--- src/rtl/uart_tx_pkg.sv ---
// Shared FSM state encoding and 8N1 frame constants for the UART transmitter.
package uart_tx_pkg;

  localparam logic [1:0] IDLE_ENC  = 2'd0;
  localparam logic [1:0] START_ENC = 2'd1;
  localparam logic [1:0] DATA_ENC  = 2'd2;
  localparam logic [1:0] STOP_ENC  = 2'd3;

  typedef enum logic [1:0] {
    IDLE  = IDLE_ENC,
    START = START_ENC,
    DATA  = DATA_ENC,
    STOP  = STOP_ENC
  } state_t;

  localparam int unsigned DATA_BITS = 8;
  localparam logic        START_BIT = 1'b0;
  localparam logic        STOP_BIT  = 1'b1;

endpackage

--- src/rtl/uart_tx_byte_fifo.sv ---
// Byte FIFO with wrap-around pointers carrying one extra bit to tell full from empty.
module byte_fifo
  import uart_tx_pkg::*;
#(
  parameter int unsigned DEPTH = 4
) (
  input  logic                 clk,
  input  logic                 rst,
  input  logic                 push,
  input  logic                 pop,
  input  logic [DATA_BITS-1:0] din,
  output logic [DATA_BITS-1:0] dout,
  output logic                 full,
  output logic                 empty
);

  localparam int unsigned AW = $clog2(DEPTH);

  logic [DATA_BITS-1:0] mem [DEPTH];
  logic [AW:0]          wptr;
  logic [AW:0]          rptr;
  logic [AW:0]          wptr_nxt;
  logic [AW:0]          rptr_nxt;
  logic                 do_push;
  logic                 do_pop;

  assign do_push = push && !full;
  assign do_pop  = pop && !empty;
  assign dout    = mem[rptr[AW-1:0]];

  // Next pointer values; flags are registered from these so they track occupancy exactly.
  always_comb begin
    wptr_nxt = wptr;
    rptr_nxt = rptr;
    if (do_push) wptr_nxt = wptr + (AW+1)'(1);
    if (do_pop)  rptr_nxt = rptr + (AW+1)'(1);
  end

  // Pointer and flag registers.
  always_ff @(posedge clk) begin
    if (rst) begin
      wptr  <= '0;
      rptr  <= '0;
      empty <= 1'b1;
      full  <= 1'b0;
    end else begin
      wptr  <= wptr_nxt;
      rptr  <= rptr_nxt;
      empty <= (wptr_nxt == rptr_nxt);
      full  <= (wptr_nxt[AW] != rptr_nxt[AW]) && (wptr_nxt[AW-1:0] == rptr_nxt[AW-1:0]);
    end
  end

  // Storage write; contents need no reset since the pointers define validity.
  always_ff @(posedge clk) begin
    if (do_push) mem[wptr[AW-1:0]] <= din;
  end

endmodule

--- src/rtl/uart_tx.sv ---
// 8N1 UART transmitter: byte FIFO front end, framing FSM and baud counter.
module uart_tx
  import uart_tx_pkg::*;
#(
  parameter int unsigned CLK_PER_HALF_BIT = 5208,
  parameter int unsigned FIFO_DEPTH       = 4
) (
  input  logic                 clk,
  input  logic                 rst,
  input  logic [DATA_BITS-1:0] in_data,
  input  logic                 in_valid,
  output logic                 in_ready,
  output logic                 sending,
  output logic                 txd
);

  localparam int unsigned BIT_CYCLES = 2 * CLK_PER_HALF_BIT;
  localparam int unsigned BW         = $clog2(BIT_CYCLES);
  localparam int unsigned IW         = $clog2(DATA_BITS);

  state_t               state;
  logic [BW-1:0]        baud;
  logic [IW-1:0]        bit_idx;
  logic [DATA_BITS-1:0] shift;
  logic                 baud_end;
  logic                 push;
  logic                 pop;
  logic                 fifo_full;
  logic                 fifo_empty;
  logic [DATA_BITS-1:0] fifo_dout;

  assign baud_end = (baud == BW'(BIT_CYCLES - 1));
  assign push     = in_valid && !fifo_full;
  assign in_ready = !fifo_full;

  // Pop when idle with data waiting, or at the end of a stop bit to chain frames.
  assign pop = !fifo_empty && ((state == IDLE) || ((state == STOP) && baud_end));

  byte_fifo #(
    .DEPTH (FIFO_DEPTH)
  ) u_fifo (
    .clk   (clk),
    .rst   (rst),
    .push  (push),
    .pop   (pop),
    .din   (in_data),
    .dout  (fifo_dout),
    .full  (fifo_full),
    .empty (fifo_empty)
  );

  // Framing FSM, baud/bit counters and registered line/status outputs.
  always_ff @(posedge clk) begin
    if (rst) begin
      state   <= IDLE;
      baud    <= '0;
      bit_idx <= '0;
      shift   <= '0;
      txd     <= STOP_BIT;
      sending <= 1'b0;
    end else begin
      // txd follows the current state, which places the first falling edge two cycles after accept.
      case (state)
        IDLE:    txd <= STOP_BIT;
        START:   txd <= START_BIT;
        DATA:    txd <= shift[0];
        STOP:    txd <= STOP_BIT;
        default: txd <= STOP_BIT;
      endcase

      // Stays high until the last stop bit has left the txd register.
      sending <= push || !fifo_empty || (state != IDLE);

      case (state)
        IDLE: begin
          baud <= '0;
          if (!fifo_empty) begin
            shift   <= fifo_dout;
            bit_idx <= '0;
            state   <= START;
          end
        end
        START: begin
          if (baud_end) begin
            baud    <= '0;
            bit_idx <= '0;
            state   <= DATA;
          end else begin
            baud <= baud + BW'(1);
          end
        end
        DATA: begin
          if (baud_end) begin
            baud  <= '0;
            shift <= {1'b0, shift[DATA_BITS-1:1]};
            if (bit_idx == IW'(DATA_BITS - 1)) begin
              state <= STOP;
            end else begin
              bit_idx <= bit_idx + IW'(1);
            end
          end else begin
            baud <= baud + BW'(1);
          end
        end
        STOP: begin
          if (baud_end) begin
            baud <= '0;
            if (!fifo_empty) begin
              shift   <= fifo_dout;
              bit_idx <= '0;
              state   <= START;
            end else begin
              state <= IDLE;
            end
          end else begin
            baud <= baud + BW'(1);
          end
        end
        default: begin
          baud  <= '0;
          state <= IDLE;
        end
      endcase
    end
  end

endmodule

--- config.mk ---
export PLATFORM = sky130hd
export DESIGN_NAME = uart_tx
export DESIGN_NICKNAME = d
export VERILOG_FILES = /design/src/rtl/uart_tx_pkg.sv /design/src/rtl/uart_tx_byte_fifo.sv /design/src/rtl/uart_tx.sv
export SDC_FILE = /design/constraint.sdc
export NUM_CORES = 1
export LEC_CHECK = 0
export CELL_PAD_IN_SITES_DETAIL_PLACEMENT = 1
export CELL_PAD_IN_SITES_GLOBAL_PLACEMENT = 1
export CORE_MARGIN = 5
export CORE_UTILIZATION = 44
export CTS_CLUSTER_DIAMETER = 120
export CTS_CLUSTER_SIZE = 8
export DETAILED_ROUTE_END_ITERATION = 12
export GPL_TIMING_DRIVEN = 0
export PLACE_DENSITY = 0.8
export SYNTH_ARGS = -nofsm -noshare
export SYNTH_HDL_FRONTEND = slang
export SYNTH_SLANG_ARGS = --single-unit
export TNS_END_PERCENT = 30
--- constraint.sdc ---
create_clock -name clk -period 1.6 [get_ports clk]
set_input_delay 0.32 -clock clk [delete_from_list [all_inputs] [get_ports clk]]
set_output_delay 0.32 -clock clk [all_outputs]
set_load 0.05 [all_outputs]
==> run_results.csv <==
group,metric,value,unit
cts,htree_levels,3,
routing,ant_nets,0,
grt,grt.total_usage,16.3,%
sta,fin_crit_sh,107,%
placed_design,post-place-ws,-0.712,ns
critical_path,path_max_fanout,6,
final_layout,fillers,719,
cts,clockBufferDepth,2,
floorplanning,start_util,45.2,%
synthesis,seq_area_frac_synth,55.7,%
final_layout,area_growth,25.3,%
synthesis,syn-num-nets,284,
floorplanning,io_pins,14,
critical_path,startpoint_type,"flip-flop",
critical_path,crit_required,1.88,ns
critical_path,cpMostUsedCell,"and4_4",
run_status,status,"finished with violations",
floorplanning,die_x,93.3,um
placed_design,port_buffers,13,
synthesis,synth_cell_type_count,41,
grt,grt_pass1_vias,2206,
routing,wl,6.98,mm
sta,hold_viol_final,0,
sta,setup_slack,-0.118,ns
cts,cts.sinks,69,
synthesis,syn_inst,259,
min_path,whs_path_depth,2,
routing,drtIter0Drc,87,
grt,grtUsageMet2,27.5,%
final_layout,drive_above_1_share,31.9,%
critical_path,cp_top_family,"simple AND/OR/NAND/NOR gates",
sta,timing.slew.headroom,62.3,%
placed_design,routabilityCongestion,0.721,
cts,clock_latency,0.36,ns
synthesis,ys_top_cells_by_area,"edfxtp_1 (31%), dfxtp_1 (24%), mux4_2 (5.9%), ha_1 (5.7%), nor2_1 (3.9%)",
cts,cts-root-buf,"clkbuf_8",
cts,cts_tree,"yes",
cts,clk_pin_slew,0.08,ns
sta,slew_viol_final,0,
min_path,hold_path_class,"flip-flop to flip-flop",
sta,finalClockSkew,0.00676,ns
critical_path,criticalPathCategory,"flip-flop to flip-flop",
critical_path,slowest_delay,0.38,ns
critical_path,endpoint_kind,"flip-flop",
critical_path,timing.rr.start,"baud[1]",
routing,via_per_inst,5.43,
grt,antenna_found_initial,0,
floorplanning,core_area,0.00676,sq mm
final_layout,n_antenna_cell,0,
floorplanning,die_y,93.3,um
placed_design,dp_hpwl,4.40,mm
min_path,hold_end,"shift[7]",
sta,setup_viol,11,
synthesis,avgSynthCellArea,11.8,sq um
run_status,violations,"negative setup slack",
grt,grtUsageMet3,4.02,%
routing,vias,2101,
critical_path,critPathSlowestCell,"or3_1",
critical_path,r2r-end,"bit_idx[2]",
final_layout,final_cell_mix,"edfxtp_1 (32), nor2_1 (27), dfxtp_1 (27)",
run,drv_cap,0,
critical_path,crit_arrival,2.00,ns
synthesis,ys_seq_elements,69,
routing,wl_per_cell,18.0,um
floorplanning,dieArea,0.00870,sq mm
routing,firstDrtPassIters,4,
grt,busiest_layer,"met2",
placed_design,placed_area,0.00332,sq mm
sta,max_freq,582,MHz
sta,tightest_slew,0.566,ns
pwr,ir_drop,0.000631,V
pwr,finalPower,5.75,mW
synthesis,netlist_area,0.00305,sq mm
grt,grt_use_met1,19.3,%
critical_path,cp_num_buf_inv,0,
grt,grt_max_degree,16,
pwr,leakagePower,1.38,nW
final_layout,stdcell_area,0.00382,sq mm
pwr,p_per_area,1500,mW/mm^2
critical_path,rr_worst_depth,6,
critical_path,regToRegSetupSlack,-0.12,ns
final_layout,layout_commonest_cell,"edfxtp_1",
sta,min_period,1.72,ns
synthesis,yosysTopAreaCellShare,31.5,%
synthesis,synth_warnings,0,
grt,grt_pass1_wl,10.8,mm
cts,cts_buffers,9,
sta,rsz0062_at_grt,"yes",
grt,grt.overflow.total,0,
min_path,holdCritStartpoint,"shift[7]",
routing,drc,0,
critical_path,cp_cell_sequence,"ha_4 -> and4_4 -> and4_4 -> a21oi_2 -> or3_1 -> a21oi_1",
floorplanning,rows,30,
final_layout,fin_nets,327,
synthesis,synth_top_area_cell,"edfxtp_1",
-- synth_stat cells --
cell      count
a21boi_2      1
a21oi_1      11
a21oi_2       2
a22oi_1       1
a311oi_1      8
a31oi_1       1
and2_1        4
and3_1        2
and4_1        2
and4_4        1
buf_2         1
buf_4         2
clkbuf_1      5
dfxtp_1      37
edfxtp_1     32
ha_1         14
inv_1         8
mux2_2        1
mux2i_1       1
mux4_2        8
nand2_1      26
nand2b_1      4
nand3_1       3
nand3b_1      1
nand4_1       4
nor2_1       32
nor2b_1       4
nor3_1        2
nor3b_1       2
nor4b_4       1
nor4bb_1      1
o21a_4        1
o21ai_0       7
o21bai_1      1
o31a_1        1
or2_2         1
or3_1         6
or4_1         1
xnor2_1       8
xnor3_1       1
xor2_1       10
-- how the worst max path moves through the flow --
stage	from	end	slack, ns	depth (start not counted)
2_1_floorplan	state[1]	u_fifo.full	-0.02	6
4_1_cts	in_valid	u_fifo.full	-0.15	6
6_report	baud[1]	bit_idx[2]	-0.12	6
3_5_place_dp	in_valid	u_fifo.full	-0.71	6
3_3_place_gp	in_valid	u_fifo.full	-0.61	6
5_1_grt	u_fifo.wptr[0]	u_fifo.full	-0.18	7
-- timing repair --
action	CTS	global route
resized for setup	35	20
setup buffers	6	13
endpoints found under the setup margin	55	28
pin swaps	5	19
hold buffers	0	0
-- layout make-up --
type,count,area (sq um),area share [%]
sequential,69,1730,45.1
multi-input combinational,174,1440,37.7
timing repair buffer,32,282,7.36
clock buffer,9,124,3.24
tap,80,100,2.62
clock inverter,7,62.6,1.64
buffer,8,52.6,1.37
inverter,8,33.8,0.883
-- worst reg2reg max path, cell delays in order (launching register included) --
cell and delay (ns):
dfxtp_2 0.36, ha_4 0.14, and4_4 0.22, and4_4 0.26, a21oi_2 0.10, or3_1 0.38
a21oi_1 0.18
-- metrics by stage --
stage	setup TNS (ns)	hold slack, ns	util [%]	instances
4_1_cts	-0.712	0.488	53.9	374
3_3_place_gp	-18.24	0.442	49.2	352
2_1_floorplan	-0.0225	0.392	-	259
6_report	-0.583	0.479	56.6	387
5_1_grt	-1.75	0.501	56.6	387
3_5_place_dp	-22.10	0.451	49.2	352
-- sequential cells by signal (all words and copies together), names as in the netlist, 2 cells and up --
signal and flops:
u_fifo.mem 32, baud 14, u_fifo.rptr 3, state 2, shift 8, bit_idx 3
u_fifo.wptr 3
-- report_power, final --
| part | total, mW | internal [mW] | leakage, nW | switching, mW |
|---|---|---|---|---|
| logic | 2.15 | 1.01 | 0.682 | 1.15 |
| registers | 2.21 | 2.06 | 0.601 | 0.149 |
| clock network | 1.39 | 0.595 | 0.0927 | 0.792 |
| total | 5.75 | 3.66 | 1.38 | 2.09 |
-- routing by layer --
metal / share of wire (%) / vias up / wire length, um
met5: 0 / - / 0
met4: 2.1 / 0 / 149
met3: 2.5 / 13 / 176
met2: 50 / 27 / 3480
met1: 46 / 1042 / 3180
li1: - / 1019 / -
-- cells by family after synthesis --
kind of cell	synth area share, %
AND/OR/NAND/NOR	16.1
flip-flops	55.7
AO/OA/AOI/OAI	7.66
XOR/XNOR	5.90
buffers and inverters	2.25
adder cells (fa/ha/maj)	5.74
multiplexers	6.60
Note: power is estimated with default switching activity, not from simulation.
